File: src/rtl/control_sequencer.sv
// Microcode sequencer for the 8-bit bus computer: step counter, halt latch and control-word decode.
// Build option EARLY_RESET_EN: restart at step 0 after each opcode's last non-empty microstep.
module control_sequencer #(
    parameter int N      = 8,
    parameter int STEPS  = 5,
    parameter int STEP_W = 3
) (
    input  logic              clk,
    input  logic              clr,
    input  logic [N-1:0]      ir,
    input  logic              cf,
    input  logic              zf,
    input  logic              prog,
    output logic              hlt,
    output logic              mi,
    output logic              ri,
    output logic              ro,
    output logic              io,
    output logic              ii,
    output logic              ai,
    output logic              ao,
    output logic              eo,
    output logic              su,
    output logic              bi,
    output logic              oi,
    output logic              ce,
    output logic              co,
    output logic              j,
    output logic              fi,
    output logic [STEP_W-1:0] step,
    output logic              halted
);

    typedef enum logic [3:0] {
        OP_NOP = 4'h0,
        OP_LDA = 4'h1,
        OP_ADD = 4'h2,
        OP_SUB = 4'h3,
        OP_STA = 4'h4,
        OP_LDI = 4'h5,
        OP_JMP = 4'h6,
        OP_JC  = 4'h7,
        OP_JZ  = 4'h8,
        OP_OUT = 4'hE,
        OP_HLT = 4'hF
    } opcode_t;

    typedef struct packed {
        logic hlt, mi, ri, ro, io, ii, ai, ao, eo, su, bi, oi, ce, co, j, fi;
    } ctrl_t;

    logic [3:0]        opcode;
    logic              ir_unused;
    ctrl_t             ucode;
    ctrl_t             ctrl;
    logic [STEP_W-1:0] last_step;
    logic [STEP_W-1:0] step_nxt;
    logic              halted_nxt;

    assign opcode    = ir[N-1:N-4];
    assign ir_unused = ^ir[N-5:0];

    // Raw microcode: fetch in steps 0/1, opcode-specific execute in steps 2..4.
    always_comb begin
        ucode = '0;
        case (step)
            STEP_W'(0): begin
                ucode.mi = 1'b1;
                ucode.co = 1'b1;
            end
            STEP_W'(1): begin
                ucode.ro = 1'b1;
                ucode.ii = 1'b1;
                ucode.ce = 1'b1;
            end
            STEP_W'(2): begin
                case (opcode)
                    OP_LDA, OP_ADD, OP_SUB, OP_STA: begin
                        ucode.io = 1'b1;
                        ucode.mi = 1'b1;
                    end
                    OP_LDI: begin
                        ucode.io = 1'b1;
                        ucode.ai = 1'b1;
                    end
                    OP_JMP: begin
                        ucode.io = 1'b1;
                        ucode.j  = 1'b1;
                    end
                    OP_JC: begin
                        ucode.io = cf;
                        ucode.j  = cf;
                    end
                    OP_JZ: begin
                        ucode.io = zf;
                        ucode.j  = zf;
                    end
                    OP_OUT: begin
                        ucode.ao = 1'b1;
                        ucode.oi = 1'b1;
                    end
                    OP_HLT:  ucode.hlt = 1'b1;
                    default: ;
                endcase
            end
            STEP_W'(3): begin
                case (opcode)
                    OP_LDA: begin
                        ucode.ro = 1'b1;
                        ucode.ai = 1'b1;
                    end
                    OP_ADD, OP_SUB: begin
                        ucode.ro = 1'b1;
                        ucode.bi = 1'b1;
                    end
                    OP_STA: begin
                        ucode.ao = 1'b1;
                        ucode.ri = 1'b1;
                    end
                    default: ;
                endcase
            end
            STEP_W'(4): begin
                if (opcode == OP_ADD || opcode == OP_SUB) begin
                    ucode.eo = 1'b1;
                    ucode.ai = 1'b1;
                    ucode.fi = 1'b1;
                    ucode.su = (opcode == OP_SUB);
                end
            end
            default: ;
        endcase
    end

`ifdef EARLY_RESET_EN
    always_comb begin
        int unsigned last;
        case (opcode)
            OP_LDI, OP_JMP, OP_JC, OP_JZ, OP_OUT: last = 2;
            OP_LDA, OP_STA:                       last = 3;
            OP_ADD, OP_SUB:                       last = 4;
            OP_HLT:                               last = STEPS - 1;
            default:                              last = 1;
        endcase
        if (last > STEPS - 1)
            last = STEPS - 1;
        last_step = STEP_W'(last);
    end
`else
    assign last_step = STEP_W'(STEPS - 1);
`endif

    always_ff @(posedge clk) begin
        step   <= step_nxt;
        halted <= halted_nxt;
    end

    // Priority: clr, then manual mode, then the halt latch, then normal sequencing.
    always_comb begin
        step_nxt   = step;
        halted_nxt = halted;
        if (clr) begin
            step_nxt   = '0;
            halted_nxt = 1'b0;
        end else if (!prog) begin
            step_nxt = '0;
        end else if (halted) begin
            step_nxt = step;
        end else if (ucode.hlt) begin
            halted_nxt = 1'b1;
        end else if (step == last_step) begin
            step_nxt = '0;
        end else begin
            step_nxt = step + STEP_W'(1);
        end
    end

    always_comb begin
        ctrl = ucode;
        if (clr || !prog) begin
            ctrl = '0;
        end else if (halted) begin
            ctrl     = '0;
            ctrl.hlt = 1'b1;
        end
    end

    assign {hlt, mi, ri, ro, io, ii, ai, ao, eo, su, bi, oi, ce, co, j, fi} = ctrl;

endmodule

File: config.mk
export PLATFORM = sky130hd
export DESIGN_NAME = control_sequencer
export DESIGN_NICKNAME = d
export VERILOG_FILES = /design/src/rtl/control_sequencer.sv
export SDC_FILE = /design/constraint.sdc
export NUM_CORES = 1
export LEC_CHECK = 0
export CAP_MARGIN = 30
export CORE_MARGIN = 8
export CORE_UTILIZATION = 39
export DETAILED_ROUTE_END_ITERATION = 8
export HOLD_SLACK_MARGIN = 0.06
export MAX_ROUTING_LAYER = met4
export PLACE_DENSITY_LB_ADDON = 0.12
export SLEW_MARGIN = 20
export SYNTH_ARGS = -nofsm -noshare
export SYNTH_HDL_FRONTEND = slang
export SYNTH_SLANG_ARGS = --single-unit
File: constraint.sdc
create_clock -name clk -period 4.77 [get_ports clk]
set_input_delay 0.954 -clock clk [delete_from_list [all_inputs] [get_ports clk]]
set_output_delay 0.954 -clock clk [all_outputs]
set_load 0.1 [all_outputs]
After elaboration in Yosys (flattened, before gate mapping) --
Cells that the tools add are included. W data, S select, Z words.
Word-level totals: register bits 4, input bits 13, output and inout bits 20, word-level logic and storage cells 61
Cells by class: add/subtract/negate cells 1, eq/ne operators 14, multiplexer cells 31, bitwise logic cells 3, reduce and logical (&&, ||, !) cells 10
Operator list (count):
- $mux W16 | 2
- $mux W1 | 20
- $eq A4 B3 Y1 const B | 4
- $eq A4 B4 Y1 const B | 3
- $pmux W1 S3 | 3
- $eq A4 B2 Y1 const B | 2
- $eq A3 B2 Y1 const B | 2
- $pmux W1 S2 | 3
- $reduce_or A6 Y1 | 1
- $eq A4 B1 Y1 const B | 1
- $mux W2 | 2
- $reduce_or A2 Y1 | 2
- $reduce_or A4 Y1 | 1
- $add A3 B1 Y3 const B | 1
- $eq A3 B1 Y1 const B | 1
- $eq A3 B3 Y1 const B | 1
- $logic_not A3 Y1 | 1
- $mux W3 | 1
- $not A1 Y1 | 3
- $reduce_or A3 Y1 | 1
- $logic_or A1 B1 Y1 | 2
- $reduce_and A2 Y1 | 1
- $logic_not A1 Y1 | 1

Longest topological paths before layout --
word-level depth 6, gate-level depth with buffers 5, mapped depth without buffers 5

Worst setup path after synthesis --
Ideal clock, no wire load.
path kind register -> output, start register step[1], end output port ao, data arrival time 3949 ps, required time 3816 ps, path slack -133 ps, stages on the path, launching flop included 6, path buffers 0, cell sequence dfxtp_1 ha_1 ha_1 nor2b_1 nand4_1 a211oi_1
On the way: longest elaborated chain between the ends 4, elaborated cells between the ends (all ways) 5, those cells by class eq/ne (2); mux (3)
RTL lines:
- start, declared | line 30 | output logic [STEP_W-1:0] step,
- start signal, assigned | line 154 | step <= step_nxt;
- $eq A3 B2 Y1 | line 66 | case (step)
- $pmux W1 S2 * | line 66
- $mux W16 * | line 182 | end else if (halted) begin
- $mux W16 * | line 180 | if (clr || !prog) begin
- end, declared | line 21 | output logic ao,
Mark *: on every way between the ends. The rest lies on a longest branch, timed or not.

Worst setup path after layout --
start input port prog, end output port mi
On the way: longest elaborated chain between the ends 3
RTL lines:
- start, declared | line 13 | input logic prog,
- $logic_not A1 Y1 | line 180
- $logic_or A1 B1 Y1 | line 180
- $mux W16 | line 180
- end, declared | line 15 | output logic mi,
Every way passes these cells.

==> summary.txt <==
STA
  • Maximum clock frequency: roughly 270 MHz
  • Setup ws final: ~1.1 ns
  • Setup TNS: 0 ns
  • Setup Skew: approximately 0.000073 ns
  • Pins Over Slew Limit: 0
  • Unrepaired setup endpoints after global routing: no
  • Final Setup Violations: 0
  • Final Hold Fails: 0
  • Slew headroom: roughly a third
  • Period utilization: 77.48%
  • Final min period: about 3.7 ns
  • Hold WS: roughly 0.52 ns
  • Worst-Margin Slew: between 0.9 and 1 ns

Worst setup path
  • Req. time, crit path: roughly 3.8 ns
  • CP Cell Sequence: clkdlybuf4s50_1, nor4b_1, nand2_1, o31ai_1, buf_4
  • Data arrival, critical path: 2.74 ns
  • CP peak stage delay: 0.55 ns
  • R2R cell count: 5
  • Reg2Reg Setup Slack: 3.09 ns
  • Setup crit end kind: output pin
  • Slowest CP cell: clkdlybuf4s50_1
  • Worst r2r src: step[0]$_SDFFE_PN0P_
  • Crit path kind: primary input to output pin
  • Critical path fanouts, max: 6
  • Worst Setup Start Kind: primary input
  • Reg2reg end: step[0]$_SDFFE_PN0P_

Clock tree
  • TritonCTS clock tree: yes
  • Cts repair resizes: 0
  • Clock Tree Buf Depth: 2
  • Skew-Pair Late Insertion Delay: ~0.23 ns
  • CTS root buf: clkbuf_4
  • CTS Sinks: 4
  • H-Tree Depth: 1
  • Postcts setup bufs: 0
  • CTS Hold Bufs: 0
  • Total CTS buffers: 3
  • Reg clk slew, reported paths: ~0.03 ns

Pwr
  • Logic pwr share: around 40%
  • Total power draw: about 0.13 mW
  • Worst-case vdd ir drop: 0.1496 mV
  • Clock power share: around a third
  • Pint: ~0.08 mW
  • Switching Share: 37.92%
  • PwrDens: ~160 nW/um^2
  • Sw power: between 0.04 and 0.05 mW
  • LEAKAGE: roughly 0.39 nW
  • Sequential share of power: between 20% and 30%

Synthesis
  • Sequential area share after synthesis: 14.85%
  • Cell count after synthesis: 70
  • Yosys warnings: 0
  • Synthesized area per cell: between 7 and 8 sq um
  • Syn_nets: between 80 and 90
  • Cell variety after synth: 35
  • #FFs+latches synth: 4
  • Mapped cell area: ~540 sq um

GRT
  • Vias in the first global route: ~560
  • Largest net degree at the start of global routing: 11
  • GR Util All Layers: between 10% and 20%
  • Total grt overflow: 0
  • Initial antenna violation count: 0
  • First-pass GRT wire length: 2428 microns

Cells and area
  • Share of post-route cells with drive strength above 1: between 20% and 30%
  • Most frequent cells in the layout: buf_4 (16), clkdlybuf4s50_1 (12), inv_1 (7), nand2_1 (7), nor2_1 (7)
  • Leading cell type in the layout, fill and taps excluded: buf_4
  • Antenna diodes: 0
  • Nets: 118
  • Area Growth Syn to Fin: 49.42%

Detailed routing
  • Pre-antenna DRT Iters: 4
  • Vias per cell: approximately 5.4
  • Post-DRT Antenna Nets: 0
  • Drt wl/cell: between 10 and 15 microns
  • Final WL: approximately 1600 microns
  • Residual DRC: 0
  • Vias post-DR: 609
  • Initial drt markers: 13

Floorplan
  • CORE AREA: 1301 sq um
  • Die ar.: approximately 2800 sq um
  • Die width: ~53 microns
  • Io pins: 33
  • # rows: 13
  • Initial Utilization: about 41%
  • Die Height: 53.19 microns

Worst hold path
  • HP Start: step[1]$_SDFFE_PN0P_
  • Worst Hold Depth: 2
  • Tightest Hold Check Type: register to register
  • WHS Endpoint: step[1]$_SDFFE_PN0P_

Run status
  • Status: completed

Placed design
  • Pre-CTS WS: around 1.1 ns
  • Final HPWL DP: about 1300 microns
  • RePlAce Congestion: 0.8568
  • PortBufs: 28

Job
  • Max Cap Violations: 0
## Yosys cell counts (all sizes together)
master	instances	share of area [%]
a22oi	1	1.4
nand2b	2	2.3
buf	3	3.7
or3b	2	3.7
mux2	1	2.1
a41o	1	1.9
or2b	1	1.4
and3b	1	1.6
nor3b	1	1.4
and2	1	1.2
nor2	7	4.9
a31o	1	1.6
dfxtp	4	15
mux2i	2	3.7
a41oi	1	1.6
a31oi	1	1.2
ha	5	12
and3	2	2.6
nand2	7	4.9
and2b	1	1.6
nand4b	1	1.6
nor2b	2	2.3
nand4	1	1.2
o31ai	2	2.8
nor4b	3	4.9
nand3	2	1.9
a21oi	3	2.8
nor4	1	3.9
inv	7	4.9
a211oi	1	1.4
o41ai	1	1.6
xor2	1	1.6
## per-layer routing
| layer | part of all wire, % | vias to the layer above | track usage [%] |
|---|---|---|---|
| met5 | 0 | - | - |
| met4 | 0 | 0 | 2.101 |
| met3 | 7.3 | 0 | 4.202 |
| met2 | 49 | 21 | 18.95 |
| met1 | 44 | 281 | 12.44 |
| li1 | - | 307 | - |
## state kept, by name (all words and copies together) (netlist names)
name / count
halted: 1
step: 3
## cell families (layout without fill, tap and decap cells)
kind of cell / Yosys count / after routing / synth area share (%)
adder cells (fa/ha/maj): 5 / 5 / 11.60
XOR/XNOR: 1 / 1 / 1.624
AND/OR/NAND/NOR: 35 / 35 / 41.31
flip-flops: 4 / 4 / 14.85
buffers and inverters: 10 / 38 / 8.584
multiplexers: 3 / 3 / 5.800
AO/OA/AOI/OAI: 12 / 12 / 16.24
## power groups by stage
stage / logic (mW) / registers (mW) / clock network [mW]
floorplan: 0.0278 / 0.0421 / 0
global placement: 0.0497 / 0.0361 / 0
detailed placement: 0.0503 / 0.0362 / 0
CTS: 0.0505 / 0.0357 / 0.0428
global route: 0.0535 / 0.0357 / 0.0450
finish: 0.0506 / 0.0356 / 0.0409
## cell type report
| class | instances | area, sq um |
|---|---|---|
| flip-flops and latches | 4 | 80.08 |
| repair buffers | 28 | 240.2 |
| inverters | 7 | 26.28 |
| multi-input cells | 56 | 417.9 |
| clock buffers | 3 | 22.52 |
| well taps | 15 | 18.77 |
| fillers | 131 | 495.5 |
## metrics by stage
step	util, %	cells	instance area (sq um)
2_1_floorplan	-	70	544.3
3_3_place_gp	60.19	110	783.3
3_5_place_dp	60.19	110	783.3
4_1_cts	61.92	113	805.8
5_1_grt	61.92	113	805.8
6_report	61.92	113	805.8
## worst max-delay path by stage
stage	startpoint	endpoint	slack [ns]	cells after the start
floorplan	clr	mi	0.06	3
global placement	prog	su	1.10	5
detailed placement	prog	mi	1.09	5
CTS	prog	mi	1.07	5
global route	prog	mi	0.95	5
finish	prog	mi	1.07	5
## worst max-delay path: cells and delay by family
family	cells	cell delay, ns
compound gates	1	0.27
buf+inv	2	0.89
simple gates	2	0.62
Power figures use the tool's default switching activity.
